File: src/rtl/readout_rx_bin_count_trial_ctrl_if.sv
// Handshake/bus bundle between the readout sample feeder, the bin-count/trial
// controller and the downstream state-decision stage.
interface readout_rx_bin_count_trial_ctrl_if #(
    parameter int BIN_COUNTER_WIDTH           = 16,
    parameter int THRESHOLD_MEMORY_ADDR_WIDTH = 4,
    parameter int TRIAL_IDX_WIDTH             = 4
);
    // Measurement control from the sequencer
    logic                                   start_in;
    logic [THRESHOLD_MEMORY_ADDR_WIDTH-1:0] threshold_addr_in;
    // Classified sample stream
    logic                                   sample_valid_in;
    logic                                   sample_state_in;
    logic                                   sample_ready_out;
    // Decision stage feedback
    logic                                   decision_fin_in;
    // Results towards the decision stage
    logic [BIN_COUNTER_WIDTH-1:0]           bin_count_out;
    logic                                   finish_trial_out;
    logic                                   last_trial_out;
    logic [THRESHOLD_MEMORY_ADDR_WIDTH-1:0] threshold_addr_out;
    logic [TRIAL_IDX_WIDTH-1:0]             trial_idx_out;
    logic                                   busy_out;

    // Side that drives start/samples/decision and consumes results
    modport master (
        output start_in, threshold_addr_in, sample_valid_in, sample_state_in, decision_fin_in,
        input  sample_ready_out, bin_count_out, finish_trial_out, last_trial_out,
               threshold_addr_out, trial_idx_out, busy_out
    );

    // The controller itself
    modport slave (
        input  start_in, threshold_addr_in, sample_valid_in, sample_state_in, decision_fin_in,
        output sample_ready_out, bin_count_out, finish_trial_out, last_trial_out,
               threshold_addr_out, trial_idx_out, busy_out
    );
endinterface

File: src/rtl/readout_rx_bin_count_trial_ctrl.sv
// Readout RX bin-count / trial controller.
// Accumulates classified samples into an offset-binary count (#|1> - #|0> + MID),
// cuts the measurement into fixed-length trials and strobes the decision stage at
// the end of each trial. The count is cumulative across trials of one measurement.
module readout_rx_bin_count_trial_ctrl #(
    parameter int BIN_COUNTER_WIDTH           = 16,
    parameter int SAMPLES_PER_TRIAL           = 16,
    parameter int SAMPLE_COUNT_WIDTH          = 8,
    parameter int MAX_TRIALS                  = 8,
    parameter int TRIAL_IDX_WIDTH             = 4,
    parameter int THRESHOLD_MEMORY_ADDR_WIDTH = 4
) (
    input  logic                                 clk,
    input  logic                                 rst,
    readout_rx_bin_count_trial_ctrl_if.slave     bus
);

    localparam logic [BIN_COUNTER_WIDTH-1:0] BIN_MID =
        {1'b1, {(BIN_COUNTER_WIDTH-1){1'b0}}};
    localparam logic [BIN_COUNTER_WIDTH-1:0] BIN_MAX = {BIN_COUNTER_WIDTH{1'b1}};
    localparam logic [BIN_COUNTER_WIDTH-1:0] BIN_MIN = {BIN_COUNTER_WIDTH{1'b0}};
    localparam logic [SAMPLE_COUNT_WIDTH-1:0] CNT_LAST =
        SAMPLE_COUNT_WIDTH'(SAMPLES_PER_TRIAL - 1);
    localparam logic [TRIAL_IDX_WIDTH-1:0] TRIAL_LAST =
        TRIAL_IDX_WIDTH'(MAX_TRIALS - 1);

    typedef enum logic [1:0] {
        ST_IDLE   = 2'd0,
        ST_ACCUM  = 2'd1,
        ST_FINISH = 2'd2
    } state_t;

    state_t                                 r_state;
    state_t                                 w_state_nxt;
    logic [BIN_COUNTER_WIDTH-1:0]           r_bin;
    logic [SAMPLE_COUNT_WIDTH-1:0]          r_cnt;
    logic [TRIAL_IDX_WIDTH-1:0]             r_trial;
    logic [THRESHOLD_MEMORY_ADDR_WIDTH-1:0] r_addr;

    logic w_accept;
    logic w_trial_done;
    logic w_is_last;
    logic w_ready;
    logic w_finish;
    logic w_last;
    logic w_busy;

    // Saturating +/-1 step of the bin count; never wraps at either end.
    function automatic logic [BIN_COUNTER_WIDTH-1:0] sat_step(
        input logic [BIN_COUNTER_WIDTH-1:0] bin,
        input logic                         up
    );
        logic [BIN_COUNTER_WIDTH-1:0] res;
        if (up) begin
            res = (bin == BIN_MAX) ? bin : bin + BIN_COUNTER_WIDTH'(1);
        end else begin
            res = (bin == BIN_MIN) ? bin : bin - BIN_COUNTER_WIDTH'(1);
        end
        return res;
    endfunction

    assign w_accept     = (r_state == ST_ACCUM) && bus.sample_valid_in;
    assign w_trial_done = w_accept && (r_cnt == CNT_LAST);
    assign w_is_last    = (r_trial == TRIAL_LAST);

    // State register.
    always_ff @(posedge clk) begin
        if (rst) begin
            r_state <= ST_IDLE;
        end else begin
            r_state <= w_state_nxt;
        end
    end

    // Next-state and Moore strobe decode; decision_fin_in only steers the transition.
    always_comb begin
        w_state_nxt = r_state;
        w_ready     = 1'b0;
        w_finish    = 1'b0;
        w_last      = 1'b0;
        w_busy      = 1'b0;
        case (r_state)
            ST_IDLE: begin
                if (bus.start_in) begin
                    w_state_nxt = ST_ACCUM;
                end else begin
                    w_state_nxt = ST_IDLE;
                end
            end
            ST_ACCUM: begin
                w_ready = 1'b1;
                w_busy  = 1'b1;
                if (w_trial_done) begin
                    w_state_nxt = ST_FINISH;
                end else begin
                    w_state_nxt = ST_ACCUM;
                end
            end
            ST_FINISH: begin
                w_finish = 1'b1;
                w_busy   = 1'b1;
                w_last   = w_is_last;
                if (bus.decision_fin_in || w_is_last) begin
                    w_state_nxt = ST_IDLE;
                end else begin
                    w_state_nxt = ST_ACCUM;
                end
            end
            default: begin
                w_state_nxt = ST_IDLE;
            end
        endcase
    end

    // Datapath: address latch, cumulative bin count, sample counter, trial index.
    always_ff @(posedge clk) begin
        if (rst) begin
            r_bin   <= BIN_MID;
            r_cnt   <= {SAMPLE_COUNT_WIDTH{1'b0}};
            r_trial <= {TRIAL_IDX_WIDTH{1'b0}};
            r_addr  <= {THRESHOLD_MEMORY_ADDR_WIDTH{1'b0}};
        end else begin
            case (r_state)
                ST_IDLE: begin
                    if (bus.start_in) begin
                        r_addr  <= bus.threshold_addr_in;
                        r_bin   <= BIN_MID;
                        r_cnt   <= {SAMPLE_COUNT_WIDTH{1'b0}};
                        r_trial <= {TRIAL_IDX_WIDTH{1'b0}};
                    end
                end
                ST_ACCUM: begin
                    if (w_accept) begin
                        r_bin <= sat_step(r_bin, bus.sample_state_in);
                        if (w_trial_done) begin
                            r_cnt <= {SAMPLE_COUNT_WIDTH{1'b0}};
                        end else begin
                            r_cnt <= r_cnt + SAMPLE_COUNT_WIDTH'(1);
                        end
                    end
                end
                ST_FINISH: begin
                    // Trial index only advances when another trial follows.
                    if (!bus.decision_fin_in && !w_is_last) begin
                        r_trial <= r_trial + TRIAL_IDX_WIDTH'(1);
                    end
                end
                default: begin
                    r_cnt <= {SAMPLE_COUNT_WIDTH{1'b0}};
                end
            endcase
        end
    end

    assign bus.sample_ready_out   = w_ready;
    assign bus.finish_trial_out   = w_finish;
    assign bus.last_trial_out     = w_last;
    assign bus.busy_out           = w_busy;
    assign bus.bin_count_out      = r_bin;
    assign bus.trial_idx_out      = r_trial;
    assign bus.threshold_addr_out = r_addr;

endmodule

File: src/flat_wrapper.sv
// flat-port wrapper written by rule: the top's interface ports become plain ports
module readout_rx_bin_count_trial_ctrl_flat 
#(
    parameter int BIN_COUNTER_WIDTH           = 16,
    parameter int SAMPLES_PER_TRIAL           = 16,
    parameter int SAMPLE_COUNT_WIDTH          = 8,
    parameter int MAX_TRIALS                  = 8,
    parameter int TRIAL_IDX_WIDTH             = 4,
    parameter int THRESHOLD_MEMORY_ADDR_WIDTH = 4
)
  (clk, rst, bus_start_in, bus_threshold_addr_in, bus_sample_valid_in, bus_sample_state_in, bus_decision_fin_in, bus_sample_ready_out, bus_bin_count_out, bus_finish_trial_out, bus_last_trial_out, bus_threshold_addr_out, bus_trial_idx_out, bus_busy_out);
  readout_rx_bin_count_trial_ctrl_if #(.BIN_COUNTER_WIDTH(BIN_COUNTER_WIDTH), .THRESHOLD_MEMORY_ADDR_WIDTH(THRESHOLD_MEMORY_ADDR_WIDTH), .TRIAL_IDX_WIDTH(TRIAL_IDX_WIDTH)) bus_i ();
  input  logic clk;
  input  logic rst;
  input wire logic [$bits(bus_i.start_in)-1:0] bus_start_in;
  input wire logic [$bits(bus_i.threshold_addr_in)-1:0] bus_threshold_addr_in;
  input wire logic [$bits(bus_i.sample_valid_in)-1:0] bus_sample_valid_in;
  input wire logic [$bits(bus_i.sample_state_in)-1:0] bus_sample_state_in;
  input wire logic [$bits(bus_i.decision_fin_in)-1:0] bus_decision_fin_in;
  output wire logic [$bits(bus_i.sample_ready_out)-1:0] bus_sample_ready_out;
  output wire logic [$bits(bus_i.bin_count_out)-1:0] bus_bin_count_out;
  output wire logic [$bits(bus_i.finish_trial_out)-1:0] bus_finish_trial_out;
  output wire logic [$bits(bus_i.last_trial_out)-1:0] bus_last_trial_out;
  output wire logic [$bits(bus_i.threshold_addr_out)-1:0] bus_threshold_addr_out;
  output wire logic [$bits(bus_i.trial_idx_out)-1:0] bus_trial_idx_out;
  output wire logic [$bits(bus_i.busy_out)-1:0] bus_busy_out;
  assign bus_i.start_in = bus_start_in;
  assign bus_i.threshold_addr_in = bus_threshold_addr_in;
  assign bus_i.sample_valid_in = bus_sample_valid_in;
  assign bus_i.sample_state_in = bus_sample_state_in;
  assign bus_i.decision_fin_in = bus_decision_fin_in;
  assign bus_sample_ready_out = bus_i.sample_ready_out;
  assign bus_bin_count_out = bus_i.bin_count_out;
  assign bus_finish_trial_out = bus_i.finish_trial_out;
  assign bus_last_trial_out = bus_i.last_trial_out;
  assign bus_threshold_addr_out = bus_i.threshold_addr_out;
  assign bus_trial_idx_out = bus_i.trial_idx_out;
  assign bus_busy_out = bus_i.busy_out;
  readout_rx_bin_count_trial_ctrl #(.BIN_COUNTER_WIDTH(BIN_COUNTER_WIDTH), .SAMPLES_PER_TRIAL(SAMPLES_PER_TRIAL), .SAMPLE_COUNT_WIDTH(SAMPLE_COUNT_WIDTH), .MAX_TRIALS(MAX_TRIALS), .TRIAL_IDX_WIDTH(TRIAL_IDX_WIDTH), .THRESHOLD_MEMORY_ADDR_WIDTH(THRESHOLD_MEMORY_ADDR_WIDTH)) u_core (.clk(clk), .rst(rst), .bus(bus_i));
endmodule
File: config.mk
export PLATFORM = sky130hd
export DESIGN_NAME = readout_rx_bin_count_trial_ctrl_flat
export DESIGN_NICKNAME = d
export VERILOG_FILES = /design/src/rtl/readout_rx_bin_count_trial_ctrl_if.sv /design/src/rtl/readout_rx_bin_count_trial_ctrl.sv /design/src/flat_wrapper.sv
export SDC_FILE = /design/constraint.sdc
export NUM_CORES = 1
export LEC_CHECK = 0
export CAP_MARGIN = 20
export CORE_ASPECT_RATIO = 0.8
export CORE_MARGIN = 3
export CORE_UTILIZATION = 53
export CTS_BUF_LIST = sky130_fd_sc_hd__clkbuf_4 sky130_fd_sc_hd__clkbuf_8 sky130_fd_sc_hd__clkbuf_16
export CTS_CLUSTER_DIAMETER = 200
export DETAILED_ROUTE_END_ITERATION = 16
export PLACE_DENSITY_LB_ADDON = 0.08
export SLEW_MARGIN = 20
export SYNTH_ARGS = -nofsm -noshare
export SYNTH_HDL_FRONTEND = slang
export SYNTH_SLANG_ARGS = --single-unit
File: constraint.sdc
create_clock -name clk -period 3.95 [get_ports clk]
set_input_delay 1.185 -clock clk [delete_from_list [all_inputs] [get_ports clk]]
set_output_delay 1.185 -clock clk [all_outputs]
set_load 0.1 [all_outputs]
==> impl_results.md <==
* Status: finished clean
* Area leader, netlist: dfxtp_1
* Hpwl dp at 4290 µm
* Critical path startpoint category: input port
* FF-to-FF path depth at 7
* CORE AREA at 0.00398 mm²
* Flop pwr share at 40.7%
* Slowest CP cell: clkdlybuf4s50_1
* Seq/Total Area, Yosys at between 20 and 30%
* Netlist Area Pre-Place at 0.00228 mm²
* Post-layout instance count excluding filler cells at between 300 and 400
* Die H at 64.7 µm
* PwrDens at 318 mW/mm²
* Vias in the first global route at 2,138
* Reg clk slew, reported paths at 0.08 ns
* DIE AREA at between 0.005 and 0.006 mm²
* Worst-Skew Late Latency at 0.29 ns
* Reg2Reg Setup Slack at 1.50 ns
* CTS Buf Count at 5
* Main synth FF type: dfxtp_1
* Unrepaired setup endpoints after global routing: false
* Post-layout min period at 3.71 ns
* Placed cells at 370
* Comb power frac at 28.1%
* Initial cell density of the core at about 57%
* Post-Synthesis Cells at 275
* Final worst path period share at between 90% and 100%
* Hold Crit Class: reg -> reg
* Switch Pwr at 0.316 mW
* WL final at 5990 µm
* Number of antenna violations at the first check in global routing at 0
* CP dominant cell by count: a211o_1
* Final-stage net count at approximately 360
* Final setup violation count at 0
* Most common cell in the synthesized netlist: dfxtp_1
* Vias at 2,272
* Drt first pass iters at 4
* Slew Limit Fails at 0
* Layout cell share with drive strength beyond 1 at 14.8%
* Leak at approximately 1.2 nW
* # H-tree levels at 2
* Worst path depth at 10
* Fin worst setup slack at 0.238 ns
* Hold Fails Final Rpt at 0
* Grt total ovfl at 0
* CP Cell Sequence: clkdlybuf4s50_1 -> clkinvlp_4 -> buf_4 -> ha_1 -> a211oi_1 -> a21oi_1 -> a211o_1 -> nor4_1 -> o21ai_0 -> a211o_1
* Switch share at about a third
* Boundary pin count at 38
* Crit path max-delay family: compound AO/OA/AOI/OAI gates
* Pin count of the biggest net entering global routing at 18
* Top cells by area, synth: dfxtp_1 30%, ha_1 11%, a21oi_1 4.6%
* Clk pwr share at a little under a third
* Power Internal at approximately 0.59 mW
* Input/output buffers at 37
* Vias per Instance at 5.98
* Initial drt markers at 130
* Row count at 20
* Number of flops mapped to enable cells by yosys at 0
* Crit. Startpoint: bus_sample_state_in
* CTS sink count at 34
* Post-synth cell types at 50
* Ys Warns at 0
* GPL Wtd Cong at 0.922
* Clock Path Buffers at 2
* All-Layer GR Usage at 24.1%
* DR WL/cell at 15.8 µm
* Peak Freq at between 0.2 and 0.3 GHz
* CP endpoint kind: register
* Buf/Inv on CP at 3
* Worst setup endpoint: u_core.bus.bin_count_out[15]$_SDFFE_PP1P_
* Antenna cells at 0
* Dpl ws at -0.0521 ns
* Reg2reg end: u_core.bus.bin_count_out[14]$_SDFFE_PP0P_
* MaxCap Viol Count at 0
* Avg Cell Area, Syn at ~8.3 µm²
* Die Width at just under 80 µm
* Reg-to-reg critical path startpoint: u_core.bus.bin_count_out[0]$_SDFFE_PP0P_
* Max Clock Skew at 0.0106 ns
* ANT nets after route at 0
* Area Growth Syn to Fin at 24.2%
* Yosys top cell area share at 29.8%
* CP Class: in -> reg
* Peak supply drop at 0.225 mV
* Worst-Margin Slew at 0.979 ns
* CTS tree: built
* Tot Pwr at 0.902 mW
* Slew headroom at roughly 35%
* Syn Nets at a little over 300
* Root buffer selected by CTS: clkbuf_8
* FFs w/ async S/R, synth at 0%
* First-pass GRT wire length at 9760 µm
* WP data arrival at 3.90 ns
* Top post-synthesis cells by count: 34 x dfxtp_1, 28 x nor2_1, 23 x nand2_1, 21 x a21oi_1, 20 x ha_1
* Worst Path Max Fanout at 8
* Crit-path max cell delay at 0.53 ns
* Worst path required time at 4.14 ns
* Drc violations at 0
* Yosys reg bits at 34
==> cell type report <==
cell class	instances	area, µm²
clock inverters	1	5.00
clock buffers	7	90.1
multi-input cells	227	1540
well taps	55	68.8
inverters	7	30.0
fillers	321	1140
flip-flops and latches	34	681
repair buffers	49	423
==> placed cells by master, fill, tap and decap left out, types with 6 or more instances in the layout <==
master | Yosys | layout
clkdlybuf4s50_1 | 0 | 17
dfxtp_1 | 34 | 34
nor4_1 | 6 | 6
nand2_1 | 23 | 23
a21oi_1 | 21 | 21
o21ai_0 | 9 | 9
mux2i_1 | 7 | 7
nand4_1 | 10 | 10
buf_4 | 0 | 31
xor2_1 | 11 | 11
nand3_1 | 16 | 16
nor2b_1 | 6 | 6
ha_1 | 20 | 20
nor2_1 | 28 | 28
clkbuf_8 | 0 | 6
inv_1 | 7 | 6
xnor2_1 | 7 | 7
==> metrics by stage <==
| step | setup TNS [ns] | hold WS [ns] | utilization [%] | area [µm²] |
|---|---|---|---|---|
| 6_report | 0 | 0.455 | 71.3 | 2840 |
| 5_1_grt | 0 | 0.491 | 71.3 | 2840 |
| 4_1_cts | 0 | 0.455 | 70.5 | 2810 |
| 3_5_place_dp | -0.0639 | 0.445 | 68.1 | 2710 |
| 3_3_place_gp | 0 | 0.443 | 68.1 | 2710 |
| 2_1_floorplan | 0 | 0.479 | - | 2290 |
==> how the worst min path moves through the flow <==
stage | start | endpoint | slack [ns] | cells past startpoint
after floorplan | u_core.r_cnt[1]$_SDFFE_PP0P_ | u_core.r_cnt[1]$_SDFFE_PP0P_ | 0.48 | 2
after global placement | u_core.bus.threshold_addr_out[3]$_SDFFE_PP0P_ | u_core.bus.threshold_addr_out[3]$_SDFFE_PP0P_ | 0.44 | 2
after detailed placement | u_core.bus.threshold_addr_out[2]$_SDFFE_PP0P_ | u_core.bus.threshold_addr_out[2]$_SDFFE_PP0P_ | 0.45 | 2
after CTS | u_core.bus.threshold_addr_out[2]$_SDFFE_PP0P_ | u_core.bus.threshold_addr_out[2]$_SDFFE_PP0P_ | 0.46 | 2
after global routing | u_core.bus.threshold_addr_out[3]$_SDFFE_PP0P_ | u_core.bus.threshold_addr_out[3]$_SDFFE_PP0P_ | 0.49 | 2
final | u_core.bus.threshold_addr_out[2]$_SDFFE_PP0P_ | u_core.bus.threshold_addr_out[2]$_SDFFE_PP0P_ | 0.45 | 2
==> flip-flops by register name (all words and copies together) (netlist names) <==
| signal | count |
|---|---|
| u_core.r_cnt | 8 |
| u_core.bus.bin_count_out | 16 |
| u_core.r_state | 2 |
| u_core.bus.threshold_addr_out | 4 |
| u_core.bus.trial_idx_out | 4 |
==> per-layer routing <==
layer	track usage [%]	vias up	wire length (µm)
met2	36.6	81	2490
met5	0	-	0
met1	33.5	1058	3050
li1	-	1123	-
met4	9.23	0	77
met3	5.14	10	370
==> power groups by stage <==
stage          Clock (mW)  Combinational [mW]  Sequential [mW]
6_report            0.281               0.253            0.367
5_1_grt             0.304               0.272            0.369
4_1_cts             0.283               0.248            0.367
3_5_place_dp            0               0.246            0.374
3_3_place_gp            0               0.244            0.374
2_1_floorplan           0               0.127            0.431
==> repair_timing <==
| item | 4_1_cts | 5_1_grt |
|---|---|---|
| buffers inserted | 0 | 2 |
| endpoints found under the setup margin | 0 | 1 |
| hold buffers | 0 | 0 |
| hold endpoints to repair | 0 | 0 |
| gates resized for setup | 0 | 1 |
==> cell families after synthesis <==
| logic type | count (synthesis) | synth area share [%] |
|---|---|---|
| compound gates | 63 | 18.1 |
| xor+xnor | 18 | 6.90 |
| fa+ha+maj | 21 | 11.8 |
| buf+inv | 14 | 3.01 |
| flops | 34 | 29.8 |
| mux | 8 | 3.56 |
| simple gates | 117 | 26.8 |
==> worst reg2reg max path: stages (launching register included) <==
cell and delay (ns):
dfxtp_1 0.41, fa_1 0.49, a21o_1 0.22, a221o_1 0.37
a211o_1 0.34, a41oi_1 0.31, nand4b_1 0.13, o211ai_1 0.11
Power figures use the tool's default switching activity.
